==> src/rtl/cpu_pkg.sv <==
// Shared pipeline-control types and constants for the hazard controller and
// any future forwarding logic that reuses the register comparator.
package cpu_pkg;

  localparam int REG_W = 3;

  // Controller state encoding.
  typedef enum logic [1:0] {
    RUN      = 2'b00,
    MEM_WAIT = 2'b01,
    HALT     = 2'b10
  } state_t;

  // One control word for all pipeline-register enables, flushes and the
  // memory request. This keeps the output decode in one place.
  typedef struct packed {
    logic pcWrite;
    logic ifidWrite;
    logic ifidFlush;
    logic idexWrite;
    logic idexFlush;
    logic exmemWrite;
    logic memwbBubble;
    logic dmemReq;
  } ctrl_t;

  // All-zero control word. It is the bubble/NOP value the flush paths load
  // into ID/EX, and the value every output takes while reset is asserted.
  localparam ctrl_t CTRL_BUBBLE = '{pcWrite: 1'b0, ifidWrite: 1'b0, ifidFlush: 1'b0,
                                    idexWrite: 1'b0, idexFlush: 1'b0, exmemWrite: 1'b0,
                                    memwbBubble: 1'b0, dmemReq: 1'b0};

  // Free-running pipeline: every register advances.
  localparam ctrl_t CTRL_RUN = '{pcWrite: 1'b1, ifidWrite: 1'b1, ifidFlush: 1'b0,
                                 idexWrite: 1'b1, idexFlush: 1'b0, exmemWrite: 1'b1,
                                 memwbBubble: 1'b0, dmemReq: 1'b0};

  // Memory access that completes in the cycle it is issued.
  localparam ctrl_t CTRL_RUN_MEM = '{pcWrite: 1'b1, ifidWrite: 1'b1, ifidFlush: 1'b0,
                                     idexWrite: 1'b1, idexFlush: 1'b0, exmemWrite: 1'b1,
                                     memwbBubble: 1'b0, dmemReq: 1'b1};

  // Taken branch: load target into PC, squash the two younger instructions.
  localparam ctrl_t CTRL_REDIRECT = '{pcWrite: 1'b1, ifidWrite: 1'b1, ifidFlush: 1'b1,
                                      idexWrite: 1'b1, idexFlush: 1'b1, exmemWrite: 1'b1,
                                      memwbBubble: 1'b0, dmemReq: 1'b0};

  // Load-use: hold PC and IF/ID, insert one bubble into ID/EX.
  localparam ctrl_t CTRL_LOAD_USE = '{pcWrite: 1'b0, ifidWrite: 1'b0, ifidFlush: 1'b0,
                                      idexWrite: 1'b1, idexFlush: 1'b1, exmemWrite: 1'b1,
                                      memwbBubble: 1'b0, dmemReq: 1'b0};

  // Memory still busy: freeze everything up to EX/MEM, bubble into MEM/WB.
  localparam ctrl_t CTRL_FREEZE = '{pcWrite: 1'b0, ifidWrite: 1'b0, ifidFlush: 1'b0,
                                    idexWrite: 1'b0, idexFlush: 1'b0, exmemWrite: 1'b0,
                                    memwbBubble: 1'b1, dmemReq: 1'b1};

  // Memory finishing after a wait: MEM result moves to WB, rest stays frozen.
  localparam ctrl_t CTRL_MEM_DONE = '{pcWrite: 1'b0, ifidWrite: 1'b0, ifidFlush: 1'b0,
                                      idexWrite: 1'b0, idexFlush: 1'b0, exmemWrite: 1'b0,
                                      memwbBubble: 1'b0, dmemReq: 1'b1};

  // Halted: nothing advances, no memory traffic.
  localparam ctrl_t CTRL_HALT = '{pcWrite: 1'b0, ifidWrite: 1'b0, ifidFlush: 1'b0,
                                  idexWrite: 1'b0, idexFlush: 1'b0, exmemWrite: 1'b0,
                                  memwbBubble: 1'b1, dmemReq: 1'b0};

  // True when a source operand is actually read and names the given register.
  function automatic logic regHit(input logic uses,
                                  input logic [REG_W-1:0] src,
                                  input logic [REG_W-1:0] dst);
    return uses & (src == dst);
  endfunction

endpackage

==> src/rtl/pipe_hazard_ctrl_if.sv <==
// Bundle between the pipeline datapath and the hazard controller.
// master = datapath side (drives hazard inputs), slave = controller.
interface pipe_hazard_ctrl_if #(
  parameter int STALL_CNT_W = 16
);
  import cpu_pkg::*;

  logic [REG_W-1:0]       idRs;
  logic [REG_W-1:0]       idRt;
  logic                   idUsesRs;
  logic                   idUsesRt;
  logic [REG_W-1:0]       idexWriteReg;
  logic                   idexMemRead;
  logic                   exBranchTaken;
  logic                   exmemMemRead;
  logic                   exmemMemWrite;
  logic                   memwbHalt;
  logic                   dmemDone;

  logic                   pcWrite;
  logic                   ifidWrite;
  logic                   ifidFlush;
  logic                   idexWrite;
  logic                   idexFlush;
  logic                   exmemWrite;
  logic                   memwbBubble;
  logic                   dmemReq;
  logic                   halted;
  logic                   memErr;
  logic [STALL_CNT_W-1:0] stallCount;

  modport master (
    output idRs, idRt, idUsesRs, idUsesRt, idexWriteReg, idexMemRead,
           exBranchTaken, exmemMemRead, exmemMemWrite, memwbHalt, dmemDone,
    input  pcWrite, ifidWrite, ifidFlush, idexWrite, idexFlush, exmemWrite,
           memwbBubble, dmemReq, halted, memErr, stallCount
  );

  modport slave (
    input  idRs, idRt, idUsesRs, idUsesRt, idexWriteReg, idexMemRead,
           exBranchTaken, exmemMemRead, exmemMemWrite, memwbHalt, dmemDone,
    output pcWrite, ifidWrite, ifidFlush, idexWrite, idexFlush, exmemWrite,
           memwbBubble, dmemReq, halted, memErr, stallCount
  );

endinterface

==> src/rtl/hazard_detect.sv <==
// Combinational load-use comparator. Every register, including r0, is
// compared: this ISA has no hard-wired zero register.
module hazard_detect
  import cpu_pkg::*;
(
  input  logic [REG_W-1:0] idRs,
  input  logic [REG_W-1:0] idRt,
  input  logic             idUsesRs,
  input  logic             idUsesRt,
  input  logic [REG_W-1:0] idexWriteReg,
  input  logic             idexMemRead,
  output logic             loadUse
);

  assign loadUse = idexMemRead &
                   (regHit(idUsesRs, idRs, idexWriteReg) |
                    regHit(idUsesRt, idRt, idexWriteReg));

endmodule

==> src/rtl/pipe_hazard_ctrl.sv <==
// Central stall/flush controller for the 5-stage pipeline: load-use stalls,
// branch redirects, multi-cycle data-memory freeze, halt and a saturating
// stall-cycle counter.
module pipe_hazard_ctrl
  import cpu_pkg::*;
#(
  parameter int STALL_CNT_W = 16,
  parameter int MEM_TIMEOUT = 255
) (
  input logic clk,
  input logic rst,
  pipe_hazard_ctrl_if.slave bus
);

  // Last wait cycle index before the timeout fires (waitCnt counts from 0).
  localparam logic [7:0] WAIT_LAST = 8'(MEM_TIMEOUT - 1);
  localparam logic [STALL_CNT_W-1:0] STALL_MAX = {STALL_CNT_W{1'b1}};
  localparam logic [STALL_CNT_W-1:0] STALL_ONE = STALL_CNT_W'(1'b1);

  state_t                 state_r;
  logic [7:0]             waitCnt_r;
  logic                   memErr_r;
  logic [STALL_CNT_W-1:0] stallCount_r;

  logic                   loadUse_s;
  logic                   memOp_s;
  ctrl_t                  ctrl_s;
  ctrl_t                  ctrlOut_s;

  hazard_detect uHazard (
    .idRs         (bus.idRs),
    .idRt         (bus.idRt),
    .idUsesRs     (bus.idUsesRs),
    .idUsesRt     (bus.idUsesRt),
    .idexWriteReg (bus.idexWriteReg),
    .idexMemRead  (bus.idexMemRead),
    .loadUse      (loadUse_s)
  );

  assign memOp_s = bus.exmemMemRead | bus.exmemMemWrite;

  // Control decode: memory freeze beats branch, branch beats load-use. A
  // branch or load-use hidden by a freeze is seen again afterwards because
  // EX and ID are held.
  always_comb begin
    ctrl_s = CTRL_RUN;
    case (state_r)
      RUN: begin
        if (memOp_s) begin
          if (bus.dmemDone) begin
            ctrl_s = CTRL_RUN_MEM;
          end else begin
            ctrl_s = CTRL_FREEZE;
          end
        end else if (bus.exBranchTaken) begin
          ctrl_s = CTRL_REDIRECT;
        end else if (loadUse_s) begin
          ctrl_s = CTRL_LOAD_USE;
        end else begin
          ctrl_s = CTRL_RUN;
        end
      end
      MEM_WAIT: begin
        if (bus.dmemDone) begin
          ctrl_s = CTRL_MEM_DONE;
        end else begin
          ctrl_s = CTRL_FREEZE;
        end
      end
      HALT:    ctrl_s = CTRL_HALT;
      default: ctrl_s = CTRL_HALT;
    endcase
  end

  // Reset gating: while reset is low every output is low, so pipeline
  // registers keep their reset contents regardless of the inputs.
  always_comb begin
    if (rst) begin
      ctrlOut_s = ctrl_s;
    end else begin
      ctrlOut_s = CTRL_BUBBLE;
    end
  end

  assign bus.pcWrite     = ctrlOut_s.pcWrite;
  assign bus.ifidWrite   = ctrlOut_s.ifidWrite;
  assign bus.ifidFlush   = ctrlOut_s.ifidFlush;
  assign bus.idexWrite   = ctrlOut_s.idexWrite;
  assign bus.idexFlush   = ctrlOut_s.idexFlush;
  assign bus.exmemWrite  = ctrlOut_s.exmemWrite;
  assign bus.memwbBubble = ctrlOut_s.memwbBubble;
  assign bus.dmemReq     = ctrlOut_s.dmemReq;
  assign bus.halted      = rst & (state_r == HALT);
  assign bus.memErr      = rst & memErr_r;
  assign bus.stallCount  = rst ? stallCount_r : {STALL_CNT_W{1'b0}};

  // Controller FSM with wait counter and sticky timeout flag; HALT is left
  // only through reset.
  always_ff @(posedge clk or negedge rst) begin
    if (!rst) begin
      state_r   <= RUN;
      waitCnt_r <= 8'd0;
      memErr_r  <= 1'b0;
    end else begin
      case (state_r)
        RUN: begin
          waitCnt_r <= 8'd0;
          if (bus.memwbHalt) begin
            state_r <= HALT;
          end else if (memOp_s && !bus.dmemDone) begin
            state_r <= MEM_WAIT;
          end else begin
            state_r <= RUN;
          end
        end
        MEM_WAIT: begin
          if (bus.dmemDone) begin
            state_r   <= RUN;
            waitCnt_r <= 8'd0;
          end else if (waitCnt_r == WAIT_LAST) begin
            state_r   <= HALT;
            memErr_r  <= 1'b1;
            waitCnt_r <= waitCnt_r + 8'd1;
          end else begin
            state_r   <= MEM_WAIT;
            waitCnt_r <= waitCnt_r + 8'd1;
          end
        end
        HALT: begin
          state_r <= HALT;
        end
        default: begin
          state_r <= HALT;
        end
      endcase
    end
  end

  // Saturating count of cycles where the PC was held outside HALT.
  always_ff @(posedge clk or negedge rst) begin
    if (!rst) begin
      stallCount_r <= {STALL_CNT_W{1'b0}};
    end else if (!ctrl_s.pcWrite && (state_r != HALT) && (stallCount_r != STALL_MAX)) begin
      stallCount_r <= stallCount_r + STALL_ONE;
    end else begin
      stallCount_r <= stallCount_r;
    end
  end

endmodule

==> src/flat_wrapper.sv <==
// flat-port wrapper written by rule: the top's interface ports become plain ports
module pipe_hazard_ctrl_flat import cpu_pkg::*;
#(
  parameter int STALL_CNT_W = 16,
  parameter int MEM_TIMEOUT = 255
)
  (clk, rst, bus_idRs, bus_idRt, bus_idUsesRs, bus_idUsesRt, bus_idexWriteReg, bus_idexMemRead, bus_exBranchTaken, bus_exmemMemRead, bus_exmemMemWrite, bus_memwbHalt, bus_dmemDone, bus_pcWrite, bus_ifidWrite, bus_ifidFlush, bus_idexWrite, bus_idexFlush, bus_exmemWrite, bus_memwbBubble, bus_dmemReq, bus_halted, bus_memErr, bus_stallCount);
  pipe_hazard_ctrl_if #(.STALL_CNT_W(STALL_CNT_W)) bus_i ();
  input logic clk;
  input logic rst;
  input wire logic [$bits(bus_i.idRs)-1:0] bus_idRs;
  input wire logic [$bits(bus_i.idRt)-1:0] bus_idRt;
  input wire logic [$bits(bus_i.idUsesRs)-1:0] bus_idUsesRs;
  input wire logic [$bits(bus_i.idUsesRt)-1:0] bus_idUsesRt;
  input wire logic [$bits(bus_i.idexWriteReg)-1:0] bus_idexWriteReg;
  input wire logic [$bits(bus_i.idexMemRead)-1:0] bus_idexMemRead;
  input wire logic [$bits(bus_i.exBranchTaken)-1:0] bus_exBranchTaken;
  input wire logic [$bits(bus_i.exmemMemRead)-1:0] bus_exmemMemRead;
  input wire logic [$bits(bus_i.exmemMemWrite)-1:0] bus_exmemMemWrite;
  input wire logic [$bits(bus_i.memwbHalt)-1:0] bus_memwbHalt;
  input wire logic [$bits(bus_i.dmemDone)-1:0] bus_dmemDone;
  output wire logic [$bits(bus_i.pcWrite)-1:0] bus_pcWrite;
  output wire logic [$bits(bus_i.ifidWrite)-1:0] bus_ifidWrite;
  output wire logic [$bits(bus_i.ifidFlush)-1:0] bus_ifidFlush;
  output wire logic [$bits(bus_i.idexWrite)-1:0] bus_idexWrite;
  output wire logic [$bits(bus_i.idexFlush)-1:0] bus_idexFlush;
  output wire logic [$bits(bus_i.exmemWrite)-1:0] bus_exmemWrite;
  output wire logic [$bits(bus_i.memwbBubble)-1:0] bus_memwbBubble;
  output wire logic [$bits(bus_i.dmemReq)-1:0] bus_dmemReq;
  output wire logic [$bits(bus_i.halted)-1:0] bus_halted;
  output wire logic [$bits(bus_i.memErr)-1:0] bus_memErr;
  output wire logic [$bits(bus_i.stallCount)-1:0] bus_stallCount;
  assign bus_i.idRs = bus_idRs;
  assign bus_i.idRt = bus_idRt;
  assign bus_i.idUsesRs = bus_idUsesRs;
  assign bus_i.idUsesRt = bus_idUsesRt;
  assign bus_i.idexWriteReg = bus_idexWriteReg;
  assign bus_i.idexMemRead = bus_idexMemRead;
  assign bus_i.exBranchTaken = bus_exBranchTaken;
  assign bus_i.exmemMemRead = bus_exmemMemRead;
  assign bus_i.exmemMemWrite = bus_exmemMemWrite;
  assign bus_i.memwbHalt = bus_memwbHalt;
  assign bus_i.dmemDone = bus_dmemDone;
  assign bus_pcWrite = bus_i.pcWrite;
  assign bus_ifidWrite = bus_i.ifidWrite;
  assign bus_ifidFlush = bus_i.ifidFlush;
  assign bus_idexWrite = bus_i.idexWrite;
  assign bus_idexFlush = bus_i.idexFlush;
  assign bus_exmemWrite = bus_i.exmemWrite;
  assign bus_memwbBubble = bus_i.memwbBubble;
  assign bus_dmemReq = bus_i.dmemReq;
  assign bus_halted = bus_i.halted;
  assign bus_memErr = bus_i.memErr;
  assign bus_stallCount = bus_i.stallCount;
  pipe_hazard_ctrl #(.STALL_CNT_W(STALL_CNT_W), .MEM_TIMEOUT(MEM_TIMEOUT)) u_core (.clk(clk), .rst(rst), .bus(bus_i));
endmodule
==> config.mk <==
export PLATFORM = sky130hd
export DESIGN_NAME = pipe_hazard_ctrl_flat
export DESIGN_NICKNAME = d
export VERILOG_FILES = /design/src/rtl/cpu_pkg.sv /design/src/rtl/pipe_hazard_ctrl_if.sv /design/src/rtl/hazard_detect.sv /design/src/rtl/pipe_hazard_ctrl.sv /design/src/flat_wrapper.sv
export SDC_FILE = /design/constraint.sdc
export NUM_CORES = 1
export LEC_CHECK = 0
export CAP_MARGIN = 20
export CORE_ASPECT_RATIO = 0.5
export CORE_MARGIN = 2
export CORE_UTILIZATION = 29
export CTS_CLUSTER_DIAMETER = 30
export DETAILED_ROUTE_END_ITERATION = 10
export GPL_ROUTABILITY_DRIVEN = 0
export GPL_TIMING_DRIVEN = 0
export SETUP_SLACK_MARGIN = 0.3
export SLEW_MARGIN = 0
export SYNTH_ARGS = -nofsm -noshare
export SYNTH_HDL_FRONTEND = slang
export SYNTH_SLANG_ARGS = --single-unit
==> constraint.sdc <==
create_clock -name clk -period 2.9 [get_ports clk]
set_clock_uncertainty 0.15 [all_clocks]
set_input_delay 0.58 -clock clk [delete_from_list [all_inputs] [get_ports clk]]
set_output_delay 0.58 -clock clk [all_outputs]
set_load 0.005 [all_outputs]
==> impl_metrics.py, run 1 <==
metrics = {
    "run_status": {
        "status": "finished clean",
    },
    "final_layout": {
        "finish.utilization": 0.4375,
        "areaGrowthSynthToFinish_pct": 44.01,
        "nNetsFinal": 261,
        "drive_gt1_frac": 0.2017,
        "fill_cells": 552,
        "num_antenna_cells": 0,
    },
    "logic_synthesis": {
        "synth_area_leaders": "dfrtp_1 (40%), and2_1 (6.7%), xor2_1 (5.7%)",
        "yosysTopAreaCellShare": 0.4015,
        "synth_top_area_cell": "dfrtp_1",
        "synth_edf_count": 0,
        "synth_common_cells": "dfrtp_1 (27), and2_1 (18), nand3_1 (14), nand2_1 (12), xor2_1 (11)",
        "synth_ff_type": "dfrtp_1",
        "syn_inst": 180,
        "post-synth-top-count-cell": "dfrtp_1",
        "ys_ff_latch": 27,
        "seq_area_frac_synth": 0.4015,
        "yosys_warnings": 0,
        "synth-async-reset-ratio": 1.000,
        "syn_area_mm2": 0.001683,
        "syn-mean-instance-area_um2": 9.349,
        "ys_types": 38,
        "synth_fp_nets": 202,
    },
    "sta": {
        "setup-tns-final_ps": 0,
        "setup_viol": 0,
        "hold_viol_final": 0,
        "whs_ps": 138.7,
        "drv_slew": 0,
        "fmaxAchievable_ghz": 0.3887,
        "fin_ws_ps": 327.3,
        "fin_crit_sh": 0.8871,
        "tightest_slew_ps": 453.5,
        "slew_headroom": 0.6967,
        "period_needed_ps": 2573,
        "rsz0062_at_grt": "yes",
    },
    "floorplanning": {
        "die_area_mm2": 0.006465,
        "ios": 45,
        "core_region_area_mm2": 0.005539,
        "start_util": 0.3038,
        "row_count": 19,
        "die_x_um": 111.7,
        "dieHeight_um": 57.87,
    },
    "route": {
        "wl_met1_um": 1914,
        "wl_met3_um": 90,
        "top_layer": "met4",
        "vias": 1420,
        "wl_um": 3962,
        "post_drt_wl_per_cell_um": 12.74,
        "first_iter_violations": 28,
        "first_pass_iters": 3,
        "ant_nets": 0,
        "vias_per_cell": 4.566,
        "dr_wl_met2_um": 1929,
        "drc": 0,
    },
    "hold_path": {
        "hold_class": "primary input to asynchronous set/reset pin",
    },
    "critical_path": {
        "critical_path.top_delay_family": "buffers and inverters",
        "critPathKind": "primary input to output pin",
        "end_kind": "output pin",
        "max_stage_delay_ps": 330,
        "slowest_stage": "o41a_1",
        "crit_buf_inv": 3,
        "cp_max_fo": 2,
        "path_cells": "dlygate4sd2_1 > xnor2_1 > nand4_1 > nand2_1 > nand2_1 > o41a_1 > buf_4 > buf_6",
        "worstPathRequired_ps": 2170,
        "start_kind": "primary input",
        "path_common_cell": "nand2_1",
        "cp.arrival_ps": 1840,
    },
    "power": {
        "p_comb_frac": 0.218,
        "p_int_mw": 0.7051,
        "power_leakage_nw": 0.9299,
        "peakVddDrop_mv": 0.2051,
        "finalPower_mw": 0.9624,
        "p_seq_frac": 0.452,
        "p_per_area_mw_per_mm2": 397.1,
        "power_frac_clock": 0.330,
        "power.switching_mw": 0.2573,
        "p_sw_frac": 0.2674,
    },
    "global_routing": {
        "grt_pass1_vias": 1523,
        "grt_pass1_wl_um": 6906,
        "grt_overflow": 0,
        "antenna_found_initial": 0,
        "track_usage": 0.1325,
        "grt_start_max_net_pins": 16,
    },
    "clock_network": {
        "clk_path_buf_depth": 2,
        "cts-buffers-inserted": 3,
        "cts_tree": "done",
        "htreeDepth": 1,
        "clk_pin_slew_worst_paths_ps": 70,
        "clk_latency_ps": 270,
        "ctsRootBufferMaster": "clkbuf_16",
        "cts_num_sinks": 27,
    },
    "placement": {
        "port_buffers": 44,
        "pre_cts_slack_ps": -969.6,
        "dp_hpwl_um": 2990,
    },
    "run": {
        "drv_cap": 0,
    },
}
-- cell families (layout without fill, tap and decap cells) --
family                   after synthesis  after routing  synth area share
flip-flops                            27             27            0.4015
multiplexers                           1              1          0.008919
XOR/XNOR                              21             21            0.1093
AND/OR/NAND/NOR                       87             87            0.3115
buffers and inverters                 14             72           0.04535
adder cells (fa/ha/maj)                3              3           0.02231
AO/OA/AOI/OAI                         27             27            0.1011
-- through the flow --
stage | cells | cell area, um2
after global routing | 311 | 2424
after global placement | 297 | 2215
final | 311 | 2424
after floorplan | 180 | 1683
after CTS | 310 | 2394
after detailed placement | 298 | 2242
-- power groups by stage --
| stage | sequential, mW | clock [mW] | combinational [mW] |
|---|---|---|---|
| floorplan | 0.433 | 0 | 0.103 |
| detailed placement | 0.442 | 0 | 0.201 |
| global placement | 0.442 | 0 | 0.196 |
| global route | 0.442 | 0.342 | 0.236 |
| CTS | 0.435 | 0.327 | 0.209 |
| finish | 0.435 | 0.317 | 0.210 |
-- path summary, 6_finish.rpt --
kind	startpoint	endpoint	slack [ps]	cells past startpoint
hold / removal	rst	u_core.stallCount_r[11]$_DFFE_PN0P_	140	3
min in group clk	u_core.waitCnt_r[6]$_DFFE_PN0N_	u_core.waitCnt_r[6]$_DFFE_PN0N_	330	1
max in group asynchronous	rst	u_core.stallCount_r[4]$_DFFE_PN0P_	1650	2
setup reg to reg	u_core.stallCount_r[0]$_DFFE_PN0P_	u_core.stallCount_r[1]$_DFFE_PN0P_	720	7
hold reg to reg	u_core.waitCnt_r[6]$_DFFE_PN0N_	u_core.waitCnt_r[6]$_DFFE_PN0N_	330	1
setup / recovery	bus_idRs[2]	bus_pcWrite	330	8
-- area by class of cell --
cell class                      instances  area (um2)  area share
Multi-Input combinational cell        139       963.4      0.3975
Sequential cell                        27       675.6      0.2788
Timing Repair Buffer                   54       515.5      0.2127
Tap cell                               73       91.34     0.03769
Clock buffer                            3       75.07     0.03098
Buffer                                  8       75.07     0.03098
Inverter                                6       22.52    0.009293
Clock inverter                          1       5.005    0.002065
-- routing by layer --
metal	up-vias	GRT usage
met1	672	0.1735
met5	-	0
met2	11	0.2260
li1	735	-
met4	0	0.03175
met3	2	0.03243
-- cells in the final DEF (no fill, tap or decap), types with 2 or more instances in the layout --
master           instances
ha_1                     3
buf_2                    3
and2_1                  18
a21oi_1                  6
inv_1                    6
clkdlybuf4s15_1          3
buf_4                   10
clkbuf_4                 3
nor2_2                   2
nand4_1                  4
a31oi_1                  2
nand2_1                 12
clkbuf_16                3
dlymetal6s2s_1           2
o21ai_0                 10
xnor2_1                  9
nor3_1                   9
nand3_1                 14
xor2_1                  11
and3_1                   2
o31ai_1                  3
clkbuf_2                 2
nor3b_2                  2
nor2_1                   8
nor4_1                   2
clkdlybuf4s50_1         25
nor3_2                   6
dfrtp_1                 27
dlygate4sd2_1            7
nor2_4                   2
-- worst reg2reg max path, stage by stage, from the launching register on --
cell and delay (ps):
dfrtp_1 440, ha_1 280, nand4_1 150, nor4_4 240, a21oi_2 100, nor2_4 230, buf_12 180, mux2_4 300
-- flip-flops by register name, summed over array words and instances, names as in the netlist --
name and count:
u_core.memErr_r 1, u_core.stallCount_r 16, u_core.state_r 2, u_core.waitCnt_r 8
-- what timing repair did --
| action | in CTS | in global routing |
|---|---|---|
| gates resized for setup | 44 | 21 |
| hold endpoints to repair | 10 | 0 |
| setup endpoints to repair | 26 | 6 |
| buffers inserted | 7 | 1 |
| hold buffers | 1 | 0 |
| pin swaps | 11 | 10 |
Note: power is estimated with default switching activity, not from simulation.
==> run 2, diff against run 1 <==
Settings changed: CORE_UTILIZATION 29 to 52, PLACE_DENSITY set to 0.85.
==> run 2 against run 1 <==
  * Final area decreased by 2.8%
  * Via count is 7.5% higher
  * Global-route usage up 9.2 points
  * Die area down 42%
  * Utilization up 34 points
  * Flip-flop and latch count unchanged
  * Fmax shrank 3.7%
  * Count of clock-buffer cells in the layout did not move
  * Largest power group unchanged
  * Highest routed layer unchanged
==> impl_metrics.py, run 2 (synthesized netlist as in run 1, its figures left out) <==
metrics = {
    "run_status": {
        "status": "finished clean",
    },
    "sta": {
        "period_needed_ps": 2672,
        "fmaxAchievable_ghz": 0.3743,
        "rsz0062_at_grt": "yes",
        "fin_crit_sh": 0.9213,
        "tightest_slew_ps": 471.4,
        "drv_slew": 0,
        "setup_viol": 0,
        "slew_headroom": 0.6847,
        "hold_viol_final": 0,
        "whs_ps": 200.4,
    },
    "clock_network": {
        "cts_num_sinks": 27,
        "clk_latency_ps": 280,
        "clk_path_buf_depth": 2,
        "ctsRootBufferMaster": "clkbuf_8",
        "cts-buffers-inserted": 3,
        "htreeDepth": 1,
        "clk_pin_slew_worst_paths_ps": 100,
        "cts_tree": "done",
    },
    "floorplanning": {
        "row_count": 14,
        "ios": 45,
        "die_area_mm2": 0.003735,
        "start_util": 0.5521,
        "core_region_area_mm2": 0.003048,
        "die_x_um": 84.45,
        "dieHeight_um": 44.23,
    },
    "critical_path": {
        "cp_max_fo": 2,
        "critPathKind": "primary input to output pin",
        "cp.arrival_ps": 1940,
        "r2r-start": "u_core.stallCount_r[0]$_DFFE_PN0P_",
        "end_kind": "output pin",
        "worstPathRequired_ps": 2170,
        "start_kind": "primary input",
        "crit_start": "bus_idRs[1]",
    },
    "global_routing": {
        "grt_start_max_net_pins": 18,
        "antenna_found_initial": 0,
        "track_usage": 0.2246,
        "gr-usage-met2": 0.4079,
        "grt_util_met1": 0.2825,
        "grt_pass1_wl_um": 6637,
        "grt_pass1_vias": 1498,
        "top_usage_layer": "met2",
        "grt_overflow": 0,
        "grt_use_met3": 0.04664,
    },
    "final_layout": {
        "largest_register_ffs": 16,
        "nNetsFinal": 261,
        "num_antenna_cells": 0,
        "reg.largest.list": "u_core.stallCount_r: 16 flops, u_core.waitCnt_r: 8 flops, u_core.state_r: 2 flops",
        "mostFrequentLayoutCell": "dfrtp_1",
        "finish.utilization": 0.7730,
        "areaGrowthSynthToFinish_pct": 40.00,
        "drive_gt1_frac": 0.2101,
        "fin_area_mm2": 0.002356,
        "final_cell_mix": "dfrtp_1 (27), clkdlybuf4s50_1 (26), and2_1 (18), nand3_1 (14)",
        "fill_cells": 212,
        "largest_register": "u_core.stallCount_r",
    },
    "route": {
        "vias": 1526,
        "wl_um": 4156,
        "drc": 0,
        "first_iter_violations": 142,
        "post_drt_wl_per_cell_um": 14.95,
        "vias_per_cell": 5.489,
        "ant_nets": 0,
        "first_pass_iters": 4,
    },
    "placement": {
        "post_dp_cell_area_mm2": 0.002201,
        "dp_hpwl_um": 3001,
        "port_buffers": 44,
    },
    "power": {
        "p_per_area_mw_per_mm2": 372.0,
        "peakVddDrop_mv": 0.2539,
        "power_leakage_nw": 0.9179,
    },
    "run": {
        "drv_cap": 0,
    },
    "hold_path": {
        "hold_class": "primary input to asynchronous set/reset pin",
    },
}
run 2: changes by cell type in the layout (fill, tap and decap cells not counted), moves of 2 or more:
cell,before,now
nor3b_2,2,0
clkdlybuf4s15_1,3,1
clkbuf_8,1,3
clkbuf_16,3,0
run 2: critical path, cell delays in order:
cell	delay (ps)
dlygate4sd2_1	250
xnor2_1	200
nand4_1	150
nand2_1	120
nand2_2	60
o41a_1	320
buf_4	140
buf_2	120
run 2: final cells by class:
cell class	count	area [um2]	share of cell area
sequential	27	675.6	0.2868
tap	40	50.05	0.02124
inverter	6	22.52	0.009559
clock inverter	1	7.507	0.003186
buffer	8	66.31	0.02815
multi-input combinational	139	982.2	0.4169
timing repair buffer	54	510.5	0.2167
clock buffer	3	41.29	0.01753
run 2: report_power, final:
part | total (mW) | switching, mW | internal, mW
sequential | 0.438 | 0.0385 | 0.399
combinational | 0.216 | 0.0958 | 0.120
clock | 0.223 | 0.125 | 0.0979
run 2: what timing repair did:
item | in CTS | in global routing
buffers inserted | 5 | 3
hold endpoints to repair | 10 | 0
cloned | 0 | 0
endpoints found under the setup margin | 26 | 5
resized for setup | 45 | 14
hold buffers | 1 | 0
pin swaps | 13 | 11
run 2: routing by layer:
metal  share of wire  vias to the layer above
met4          0.0099                        0
met2            0.52                       39
li1                -                      736
met1            0.42                      745
met5               0                        -
met3           0.044                        6
run 2: path summary, 6_finish.rpt:
| check | endpoint | slack [ps] | depth (start not counted) |
|---|---|---|---|
| min | u_core.stallCount_r[12]$_DFFE_PN0P_ | 200 | 3 |
| max reg2reg | u_core.stallCount_r[1]$_DFFE_PN0P_ | 720 | 7 |
| min in group clk | u_core.memErr_r$_DFFE_PN0P_ | 340 | 1 |
| max in group asynchronous | u_core.stallCount_r[4]$_DFFE_PN0P_ | 1640 | 2 |
| max | bus_pcWrite | 230 | 8 |
| min reg2reg | u_core.memErr_r$_DFFE_PN0P_ | 340 | 1 |
run 2: per-stage QoR:
stage / total power [mW] / std cells / worst slack [ps] / TNS (ps)
2_1_floorplan: 0.5359 / 180 / 709.6 / 0
3_3_place_gp: 0.6318 / 264 / -1275 / -25750
3_5_place_dp: 0.6514 / 265 / -959.5 / -15170
4_1_cts: 0.8750 / 275 / 241.2 / 0
5_1_grt: 0.9185 / 278 / 161.4 / 0
6_report: 0.8765 / 278 / 228.1 / 0
==> run 3, diff against run 2 <==
Settings changed: REMOVE_ABC_BUFFERS set to 1.
==> run 3 against run 2 <==
  * Hold slack got worse by 98 ps
  * Non-clock buffer count rose by 2
  * Final area rose by 3.1%
  * Count of clock-buffer cells in the layout did not move
  * Routed wire length rose by 9.6%
==> impl_metrics.py, run 3 (synthesized netlist as in run 1, its figures left out) <==
metrics = {
    "placement": {
        "port_buffers": 44,
        "placed_cells_incl_taps": 256,
        "pre_cts_slack_ps": -438.2,
        "dp_hpwl_um": 2548,
    },
    "run_status": {
        "status": "finished clean",
    },
    "route": {
        "top_layer": "met4",
        "dr_wl_met2_um": 2343,
        "post_drt_wl_per_cell_um": 16.26,
        "wl_um": 4554,
        "wl_met3_um": 184,
        "drc": 0,
        "wl_met1_um": 1941,
        "vias": 1590,
        "first_iter_violations": 74,
        "first_pass_iters": 4,
        "vias_per_cell": 5.679,
        "ant_nets": 0,
    },
    "sta": {
        "tightest_slew_ps": 520.2,
        "fin_ws_ps": 294.8,
        "setup-tns-final_ps": 0,
        "fmaxAchievable_ghz": 0.3838,
        "fin_crit_sh": 0.8983,
        "slew_headroom": 0.6521,
        "drv_slew": 0,
        "hold_viol_final": 0,
        "period_needed_ps": 2605,
        "rsz0062_at_grt": "no",
        "setup_viol": 0,
    },
    "clock_network": {
        "cts_tree": "done",
        "clk_latency_ps": 280,
        "htreeDepth": 1,
        "clk_path_buf_depth": 2,
        "cts-buffers-inserted": 3,
        "ctsRootBufferMaster": "clkbuf_8",
        "cts_num_sinks": 27,
        "clk_pin_slew_worst_paths_ps": 110,
    },
    "power": {
        "power_leakage_nw": 1.000,
        "finalPower_mw": 0.8847,
        "peakVddDrop_mv": 0.2446,
        "p_per_area_mw_per_mm2": 364.1,
    },
    "floorplanning": {
        "die_area_mm2": 0.003735,
        "core_region_area_mm2": 0.003048,
        "dieHeight_um": 44.23,
        "ios": 45,
        "row_count": 14,
        "start_util": 0.5521,
        "die_x_um": 84.45,
    },
    "critical_path": {
        "worstPathRequired_ps": 2960,
        "crit_buf_inv": 6,
        "critical_path.top_delay_family": "buffers and inverters",
        "start_kind": "primary input",
        "path_cells": "clkbuf_2 > xnor2_2 > nand4_1 > buf_4 > buf_4 > buf_4 > buf_4 > buf_6 > a211oi_4 > nor2_4 > nor4_2 > xor2_1",
        "cp_max_fo": 6,
        "slowest_stage": "a211oi_4",
        "path_common_cell": "buf_4",
        "end_kind": "flop",
        "max_stage_delay_ps": 310,
        "cp.arrival_ps": 2660,
        "critPathKind": "primary input to flop",
    },
    "global_routing": {
        "grt_pass1_vias": 1440,
        "grt_pass1_wl_um": 6782,
        "grt_overflow": 0,
        "track_usage": 0.2343,
        "grt_start_max_net_pins": 48,
        "antenna_found_initial": 0,
    },
    "final_layout": {
        "finish.utilization": 0.7972,
        "fill_cells": 171,
        "reg.largest.list": "u_core.stallCount_r: 16 flops, u_core.waitCnt_r: 8 flops, u_core.state_r: 2 flops",
        "drive_gt1_frac": 0.2583,
        "final_cell_mix": "dfrtp_1 (26), clkdlybuf4s50_1 (25), and2_1 (18), nand3_1 (14), buf_4 (14)",
        "largest_register": "u_core.stallCount_r",
        "mostFrequentLayoutCell": "dfrtp_1",
        "areaGrowthSynthToFinish_pct": 44.39,
        "num_antenna_cells": 0,
        "final_cells": 280,
        "largest_register_ffs": 16,
        "nNetsFinal": 263,
    },
    "run": {
        "drv_cap": 0,
    },
    "hold_path": {
        "hold_class": "primary input to asynchronous set/reset pin",
    },
}
run 3: cell count changes in the layout (fill, tap and decap cells not counted), sizes merged:
cell,change
clkdlybuf4s50,-1
clkbuf,+1
clkdlybuf4s15,-2
dlygate4sd3,-1
buf,+5
run 3: per-layer routing:
layer,up-vias,global-route usage
met5,-,0
met4,0,0.07937
met3,10,0.05410
met2,54,0.4286
met1,785,0.2830
li1,741,-
run 3: area by class of cell:
class                      count  area [um2]  area share
multi-input combinational    139        1046      0.4305
sequential                    27       679.4      0.2796
timing repair buffer          64       583.1      0.2400
tap                           40       50.05     0.02060
clock buffer                   3       41.29     0.01699
inverter                       6       22.52    0.009269
clock inverter                 1       7.507    0.003090
run 3: path summary, 6_finish.rpt:
path                                                    startpoint                             endpoint  slack (ps)  depth (start not counted)
min in group clk                       u_core.memErr_r$_DFFE_PN0P_          u_core.memErr_r$_DFFE_PN0P_         330                          1
worst max register to register  u_core.stallCount_r[7]$_DFFE_PN0P_   u_core.stallCount_r[1]$_DFFE_PN0P_         590                          6
worst max-delay path                           bus_idexWriteReg[0]  u_core.stallCount_r[11]$_DFFE_PN0P_         290                         12
max in group asynchronous                                      rst          u_core.state_r[1]$_DFF_PN0_        2310                          2
worst min register to register         u_core.memErr_r$_DFFE_PN0P_          u_core.memErr_r$_DFFE_PN0P_         330                          1
worst min-delay path                                           rst  u_core.stallCount_r[13]$_DFFE_PN0P_         100                          2
run 3: worst register-to-register path, stage by stage, from the launching register on:
cell	delay, ps
dfrtp_1	460
nand4_2	280
nor4_4	460
a21oi_2	100
nor2_4	280
buf_6	180
mux2_4	300
run 3: metrics by stage:
step / hold slack [ps] / area, um2
2_1_floorplan: 134.4 / 1629
3_3_place_gp: 306.3 / 2120
3_5_place_dp: 313.5 / 2115
4_1_cts: 26.01 / 2310
5_1_grt: 108.1 / 2430
6_report: 102.6 / 2430
run 3: where the power goes:
group          internal, mW  switching (mW)  total (mW)
sequential            0.399          0.0368       0.436
clock                0.0978           0.129       0.227
combinational         0.118           0.103       0.221
run 3: timing repair:
action / in CTS / in global routing
setup buffers: 15 / 4
hold endpoints to repair: 0 / 27
endpoints found under the setup margin: 26 / 21
resized for setup: 38 / 32
pin swaps: 14 / 16
hold buffers: 0 / 1
